===== config.mk =====
export PLATFORM = sky130hd
export DESIGN_NAME = noc_axi4_bridge_ser
export DESIGN_NICKNAME = d
export VERILOG_FILES = /design/src/rtl/noc_axi4_bridge_ser.sv
export SDC_FILE = /design/constraint.sdc
export NUM_CORES = 1
export LEC_CHECK = 0
export ABC_AREA = 1
export CAP_MARGIN = 10
export CORE_AREA = 3 3 304 306
export DETAILED_ROUTE_END_ITERATION = 7
export DIE_AREA = 0 0 307 309
export PLACE_DENSITY_LB_ADDON = 0.1
export RECOVER_POWER = 100
export SLEW_MARGIN = 10
export SYNTH_ARGS = -nofsm -noshare
export SYNTH_HDL_FRONTEND = slang
export SYNTH_SLANG_ARGS = --single-unit
export TNS_END_PERCENT = 100

===== constraint.sdc =====
create_clock -name clk -period 1.76 [get_ports clk]
set_input_delay 0.352 -clock clk [delete_from_list [all_inputs] [get_ports clk]]
set_output_delay 0.352 -clock clk [all_outputs]
set_load 0.01 [all_outputs]

===== src/rtl/noc_axi4_bridge_ser.sv =====
// -----------------------------------------------------------------------------
// noc_axi4_bridge_ser
//
// Response-path serializer of the NoC-to-AXI4 bridge. One response message
// (header + full AXI4 data line) is accepted per handshake and emitted on the
// outbound NoC channel as one header flit followed by N payload flits, where
// N is the header MSG_LENGTH field clamped to MAX_FLITS. Oversized lengths are
// flagged by a one-cycle len_err pulse.
//
// Ports
//   clk           in   clock, all state changes on the rising edge
//   rst           in   synchronous reset, active-high
//   header_in     in   response header; [63:0] is the header flit
//   data_in       in   response data line; payload flit i = data_in[i*64 +: 64]
//   in_val        in   header_in/data_in valid
//   in_rdy        out  serializer idle and able to accept a message
//   flit_out      out  outbound flit (registered)
//   flit_out_val  out  flit_out valid (registered)
//   flit_out_rdy  in   NoC accepts the current flit
//   len_err       out  one-cycle pulse: accepted message had length > MAX_FLITS
// -----------------------------------------------------------------------------
module noc_axi4_bridge_ser #(
    parameter bit SWAP_ENDIANESS    = 1'b0,
    parameter int NOC_DATA_WIDTH    = 64,
    parameter int AXI4_DATA_WIDTH   = 512,
    parameter int MSG_HEADER_WIDTH  = 192,
    // Position of the MSG_LENGTH field inside the header flit.
    parameter int MSG_LENGTH_LO     = 22,
    parameter int MSG_LENGTH_WIDTH  = 8
) (
    input  logic                        clk,
    input  logic                        rst,
    input  logic [MSG_HEADER_WIDTH-1:0] header_in,
    input  logic [AXI4_DATA_WIDTH-1:0]  data_in,
    input  logic                        in_val,
    output logic                        in_rdy,
    output logic [NOC_DATA_WIDTH-1:0]   flit_out,
    output logic                        flit_out_val,
    input  logic                        flit_out_rdy,
    output logic                        len_err
);

    localparam int MAX_FLITS = AXI4_DATA_WIDTH / NOC_DATA_WIDTH;
    localparam int IDX_W     = $clog2(MAX_FLITS);
    localparam int CNT_W     = $clog2(MAX_FLITS + 1);
    localparam int BYTES     = NOC_DATA_WIDTH / 8;

    typedef enum logic [1:0] {
        S_IDLE,
        S_SEND_HDR,
        S_SEND_DATA
    } state_t;

    // -------------------------------------------------------------------------
    // Registered state
    // -------------------------------------------------------------------------
    state_t                                  r_state;
    logic [MAX_FLITS-1:0][NOC_DATA_WIDTH-1:0] r_data;
    logic [CNT_W-1:0]                        r_remaining;
    logic [IDX_W-1:0]                        r_idx;
    logic                                    r_in_rdy;
    logic                                    r_flit_val;
    logic [NOC_DATA_WIDTH-1:0]               r_flit;
    logic                                    r_len_err;

    // -------------------------------------------------------------------------
    // Header decode and length clamp (from the live input, used on accept)
    // -------------------------------------------------------------------------
    logic [MSG_LENGTH_WIDTH-1:0] w_len;
    logic                        w_len_over;
    logic [CNT_W-1:0]            w_len_clamped;
    logic [NOC_DATA_WIDTH-1:0]   w_hdr_flit;
    logic                        w_unused_hdr_hi;

    assign w_len         = header_in[MSG_LENGTH_LO +: MSG_LENGTH_WIDTH];
    assign w_len_over    = (w_len > MSG_LENGTH_WIDTH'(MAX_FLITS));
    assign w_len_clamped = w_len_over ? CNT_W'(MAX_FLITS) : w_len[CNT_W-1:0];

    // Only the low header word travels on the NoC; the rest of the header is
    // consumed upstream.
    assign w_unused_hdr_hi = ^header_in[MSG_HEADER_WIDTH-1:NOC_DATA_WIDTH];

    // Header flit goes out with the clamped count so the receiver never
    // expects more payload flits than are actually sent.
    always_comb begin
        w_hdr_flit = header_in[NOC_DATA_WIDTH-1:0];
        w_hdr_flit[MSG_LENGTH_LO +: MSG_LENGTH_WIDTH] = MSG_LENGTH_WIDTH'(w_len_clamped);
    end

    // -------------------------------------------------------------------------
    // Next payload flit selection
    // -------------------------------------------------------------------------
    // r_idx names the payload flit currently on flit_out while in SEND_DATA;
    // in SEND_HDR it is still 0, so the first payload flit is r_idx itself.
    logic [IDX_W-1:0]          w_sel_idx;
    logic [NOC_DATA_WIDTH-1:0] w_raw;
    logic [NOC_DATA_WIDTH-1:0] w_swapped;
    logic [NOC_DATA_WIDTH-1:0] w_payload;

    assign w_sel_idx = (r_state == S_SEND_HDR) ? r_idx : (r_idx + IDX_W'(1));
    assign w_raw     = r_data[w_sel_idx];

    always_comb begin
        w_swapped = '0;
        for (int k = 0; k < BYTES; k++) begin
            w_swapped[8*k +: 8] = w_raw[8*(BYTES-1-k) +: 8];
        end
    end

    assign w_payload = SWAP_ENDIANESS ? w_swapped : w_raw;

    // -------------------------------------------------------------------------
    // FSM with registered outputs
    // -------------------------------------------------------------------------
    // NOTE: all state here is updated with non-blocking assignments so every
    // register sees the pre-edge values of the others, exactly like hardware.
    always_ff @(posedge clk) begin
        if (rst) begin
            r_state     <= S_IDLE;
            // NOTE: the data capture register is cleared on reset as well, so
            // no stale line from an aborted message is ever observable.
            r_data      <= '0;
            r_remaining <= '0;
            r_idx       <= '0;
            r_in_rdy    <= 1'b1;
            r_flit_val  <= 1'b0;
            r_flit      <= '0;
            r_len_err   <= 1'b0;
        end else begin
            // len_err is a pulse: it is only raised by an accept below.
            r_len_err <= 1'b0;

            case (r_state)
                S_IDLE: begin
                    // in_rdy is high throughout IDLE, so in_val alone accepts.
                    if (in_val) begin
                        r_data      <= data_in;
                        r_flit      <= w_hdr_flit;
                        r_remaining <= w_len_clamped;
                        r_idx       <= '0;
                        r_len_err   <= w_len_over;
                        r_flit_val  <= 1'b1;
                        r_in_rdy    <= 1'b0;
                        r_state     <= S_SEND_HDR;
                    end
                end

                S_SEND_HDR: begin
                    if (flit_out_rdy) begin
                        if (r_remaining != '0) begin
                            r_flit  <= w_payload;
                            r_state <= S_SEND_DATA;
                        end else begin
                            r_flit_val <= 1'b0;
                            r_in_rdy   <= 1'b1;
                            r_state    <= S_IDLE;
                        end
                    end
                end

                S_SEND_DATA: begin
                    if (flit_out_rdy) begin
                        r_remaining <= r_remaining - CNT_W'(1);
                        if (r_remaining == CNT_W'(1)) begin
                            r_flit_val <= 1'b0;
                            r_in_rdy   <= 1'b1;
                            r_state    <= S_IDLE;
                        end else begin
                            r_idx  <= r_idx + IDX_W'(1);
                            r_flit <= w_payload;
                        end
                    end
                end

                default: begin
                    r_flit_val <= 1'b0;
                    r_in_rdy   <= 1'b1;
                    r_state    <= S_IDLE;
                end
            endcase
        end
    end

    assign in_rdy       = r_in_rdy;
    assign flit_out     = r_flit;
    assign flit_out_val = r_flit_val;
    assign len_err      = r_len_err;

endmodule


# == Word-level counts from Yosys, hierarchy flattened ==
# Index checks and enable logic that the tools add are counted.
# Widths: inputs -> output; s select.
# word_totals
reg_bits,588
in_bits,708
out_inout_bits,67
wordCells,77
# classes
n_eq_ne,10
mux,35
n_bitwise,2
order_cmp,2
addsub,2
reduce_logical,11
# ops
cell,count
$mux 64,6
$bmux 64 s3,1
$pmux 64 s3,1
$mux 3,4
$mux 4,3
$ne 2x2->1 const B,6
$mux 1,10
$mux 2,5
$gt 8x4->1 const B,1
$pmux 4 s2,1
$reduce_and 4->1,2
$pmux 1 s3,2
$pmux 2 s3,1
$pmux 3 s2,1
$reduce_and 6->1,1
$reduce_and 5->1,1
$eq 4x1->1 const B,1
$lt 3x4->1 const B,1
$reduce_bool 4->1,1
$sub 4x1->4 const B,1
$add 3x1->3 const B,1
$reduce_and 3->1,1
$reduce_bool 3->1,1
$reduce_or 3->1,1
other kinds (7),8

# == Longest topological paths before layout ==
# depth
word_depth,7
ltp_mapped,14
ltp_nobuf,12

# == Least setup slack after synthesis ==
# OpenSTA, ideal clock, no wires.
# synth_path
path_type,reg-to-reg
start,reg r_state[1]
end,"reg r_flit[48], in the netlist flit_out[48]"
t_arrival_ns,1.665
setup_slack_ns,-0.024
setup_ns,0.119
stages_incl_launch_ff,13
required_time_ns,1.641
n_path_buf,2
period_less_slack_ns,1.784
path_cell_list,dfxtp_1 -> inv_1 -> ha_1 -> inv_2 -> nand2_2 -> nand2_2 -> buf_2 -> buf_2 -> nand2_1 -> nand3_1 -> nand3_1 -> nand3_1 -> a21oi_1
# synth_via
elab_chain_len,7
elab_cells_between_ends,18
cone_classes,7 x eq/ne; 8 x mux; 3 x reduce/logical
# synth_lines
element,line,text
"start, declared",57,state_t r_state;
"start signal, assigned",119,r_state <= S_IDLE;
"start signal, assigned",144,r_state <= S_SEND_HDR;
"start signal, assigned",152,r_state <= S_SEND_DATA;
$eq 2x1->1,"100, 133",
$mux 3,100,assign w_sel_idx = (r_state == S_SEND_HDR) ? r_idx : (r_idx + IDX_W'(1));
$bmux 64 s3,101,assign w_raw = r_data[w_sel_idx];
$mux 64 (implied by the code),101,
"$mux 64, on equally long branches","164, 150",
"$mux 64, on equally long branches","162, 149",
$pmux 64 s3,133,case (r_state)
"end signal, assigned",138,r_flit <= w_hdr_flit;
"end signal, assigned",151,r_flit <= w_payload;
"end signal, assigned",170,r_flit <= w_payload;
"end, declared",63,logic [NOC_DATA_WIDTH-1:0] r_flit;
# Several ways; a longest one is shown, not always the timed one. The select of a mux whose other input is x is not followed.
# A chain may end at the register's enable or synchronous reset.

# == Final worst setup path ==
# layout_path
start,reg r_state[1]
end,"reg r_flit[21], in the netlist flit_out[21]"
# Same word-level chain as after synthesis.

==> results_dict.tcl <==
set metrics [dict create \
    clock_path_buffers 3 \
    rsz0062_at_grt "true" \
    maxSlewHeadroom 0.6552 \
    grt_pass1_wl_um 179600 \
    avgViaCountPerCell 4.993 \
    io_buffers 646 \
    ff2ff_setup_slack_ps -240 \
    p_leak_nw 18.06 \
    final_layout_size_suffix_gt1_frac 0.2486 \
    holdPathEnd "r_data[44]" \
    coreArea_mm2 0.08987 \
    reg2reg_depth 13 \
    r2r-start "r_state[1]" \
    worst_slew_pin_slew_ps 517.1 \
    cts_root_buf "clkbuf_16" \
    syn_avg_cell_area_um2 6.989 \
    hp-class "in -> reg" \
    cp.arrival_ps 2530 \
    drc 0 \
    ant_nets 0 \
    die_w_um 307 \
    clock-sinks 588 \
    violations "setup timing" \
    io_pins 775 \
    dieArea_mm2 0.09486 \
    synth-edff-count 0 \
    clock.fmax_mhz 500.9 \
    synth_common_cells "o21ai_0, dfxtp_1, nand2_1, a21oi_1, nor2_1" \
    maxCapViolCount 0 \
    grt_overflow_total 0 \
    period_share 1.134 \
    cp_max_fo 8 \
    worstSetupPathType "reg -> reg" \
    ys_async_sr_fraction 0 \
    first_iter_violations 1954 \
    whs_ps 336.5 \
    setup_slack_ps -236.4 \
    dp_cells 5419 \
    yosys_warnings 0 \
    whs_path_depth 3 \
    p_per_area_mw_per_mm2 1818 \
    wl_per_cell_um 23.34 \
    irDropWorstVdd_mv 0.8644 \
    synth_area_leaders "dfxtp_1, o21ai_0, a21oi_1, nand2_1, nor2_1" \
    stdcell_count 5749 \
    numCtsBuffers 70 \
    synth_top_area_frac 0.4622 \
    grt_pass1_vias 26980 \
    clk_pin_slew_ps 60 \
    syn_area_mm2 0.02547 \
    finalMaxSlewViolations 0 \
    grt_max_degree 51 \
    rows 110 \
    post_synth_num_cell_types 28 \
    endpoint_kind "flop" \
    synthCells 3644 \
    status "finished, violations left" \
    setup_viol 247 \
    dp.final_hpwl_um 82430 \
    yosys_register_bits 588 \
    start_kind "flop" \
    synth.most_common_cell "o21ai_0" \
    area_growth_pct 74.48 \
    synth.yosys.seq_area_share 0.4622 \
    worstHoldStart "data_in[44]" \
    htreeDepth 3 \
    post-route-cell-area_mm2 0.04444 \
    die_height_um 309 \
    synth_ff_type "dfxtp_1" \
    cts_tree "yes" \
    placed_area_mm2 0.03515 \
    yosys.area.top_type "dfxtp_1" \
    routed_wl_um 134200 \
    vias 28700 \
    clk_latency_ps 620 \
    cp.required_ps 2300 \
    antenna_found_initial 25 \
    syn_nets 4359 \
    r2r_end "flit_out[21]" \
    first_pass_iters 5 \
    place_congestion 0.8352 \
    initial_utilization 0.2834 \
    worst_clock_skew_ps 31.25 \
    fin_nets 5217 \
    hold_viol_final 0 \
    utilization 0.4945 \
    grt_usage 0.2520 \
    pre_cts_ws_ps -511.0 \
    layout_min_cycle_time_ps 1996 \
]
## flip-flops by register name (all words and copies together), names as in the netlist
register      cells
len_err           1
r_remaining       4
in_rdy            1
r_data          512
flit_out         64
r_idx             3
flit_out_val      1
r_state           2
## metal layers
layer,global-route usage,wire [um],vias to the layer above
met5,0,27,-
met4,0.06997,2697,4
met3,0.03985,7820,155
met2,0.4131,62650,911
met1,0.3443,60970,13820
li1,-,-,13810
## cells in the final DEF (no fill, tap or decap), types with 59 or more instances in the layout
cell type          n
dfxtp_1          585
clkdlybuf4s50_1  579
nand2_1          435
o21ai_0          406
a21oi_1          378
inv_1            324
nor2_1           307
nand3_2          177
o21ai_1          162
buf_4            142
clkbuf_16        114
o21ai_2           95
buf_12            95
nand3_1           79
o211ai_1          63
dlygate4sd2_1     62
nand2_2           60
buf_16            60
nor2_4            59
## critical path, stage by stage (launching register included)
cell     delay (ps)
dfxtp_2         330
inv_2            50
ha_4            190
buf_6           130
nand2_8         100
nand2_8         140
buf_12          180
buf_12          140
buf_16          140
o21ai_2         130
nand2_1          90
nand3_2          80
nand3_1          80
a21oi_1         140
## worst max path at each step
| stage | startpoint | endpoint | depth (start not counted) |
|---|---|---|---|
| after floorplan | r_state[1] | flit_out[48] | 12 |
| after global placement | flit_out_rdy | flit_out[28] | 10 |
| after detailed placement | flit_out_rdy | flit_out[27] | 10 |
| after CTS | r_state[1] | flit_out[38] | 13 |
| after global routing | r_state[1] | flit_out[21] | 14 |
| final | r_state[1] | flit_out[21] | 13 |
## metrics by stage
stage                     total power [mW]  TNS (ps)
after floorplan                      34.02    -584.6
after global placement               47.11    -67870
after detailed placement             47.30    -69140
after CTS                            73.98    -17830
after global routing                 84.96    -50310
final                                80.81    -16860
## what timing repair did
| item | 4_1_cts | 5_1_grt |
|---|---|---|
| cloned | 54 | 62 |
| setup buffers | 61 | 33 |
| pin swaps | 148 | 119 |
| resized for setup | 554 | 703 |
| setup endpoints to repair | 190 | 543 |
| hold buffers | 0 | 0 |
## power breakdown
| part | internal (mW) | total [mW] | leakage, nW | switching [mW] |
|---|---|---|---|---|
| registers | 17.1 | 18.9 | 4.87 | 1.76 |
| logic | 21.2 | 46.9 | 12.1 | 25.8 |
| clock network | 8.85 | 15.0 | 1.13 | 6.14 |
## kinds of logic after synthesis
kind of cell | count (synthesis) | synth area share
and+or+nand+nor | 1236 | 0.1969
adders and majority gates | 7 | 0.003439
DFF | 588 | 0.4622
buffers and inverters | 630 | 0.09781
AOI/OAI and AO/OA | 1181 | 0.2389
xor gates and xnor gates | 2 | 0.0006879
## cell type report
| class | count | area (um^2) |
|---|---|---|
| timing repair inverter | 5 | 95.09 |
| clock buffer | 104 | 2022 |
| clock inverter | 20 | 286.5 |
| timing repair buffer | 1076 | 13170 |
| antenna | 19 | 47.55 |
| multi-input combinational | 2429 | 14260 |
| tap | 1176 | 1471 |
| sequential | 588 | 11780 |
| inverter | 332 | 1305 |
| fill | 8839 | 45430 |
Note: power is estimated with default switching activity, not from simulation.
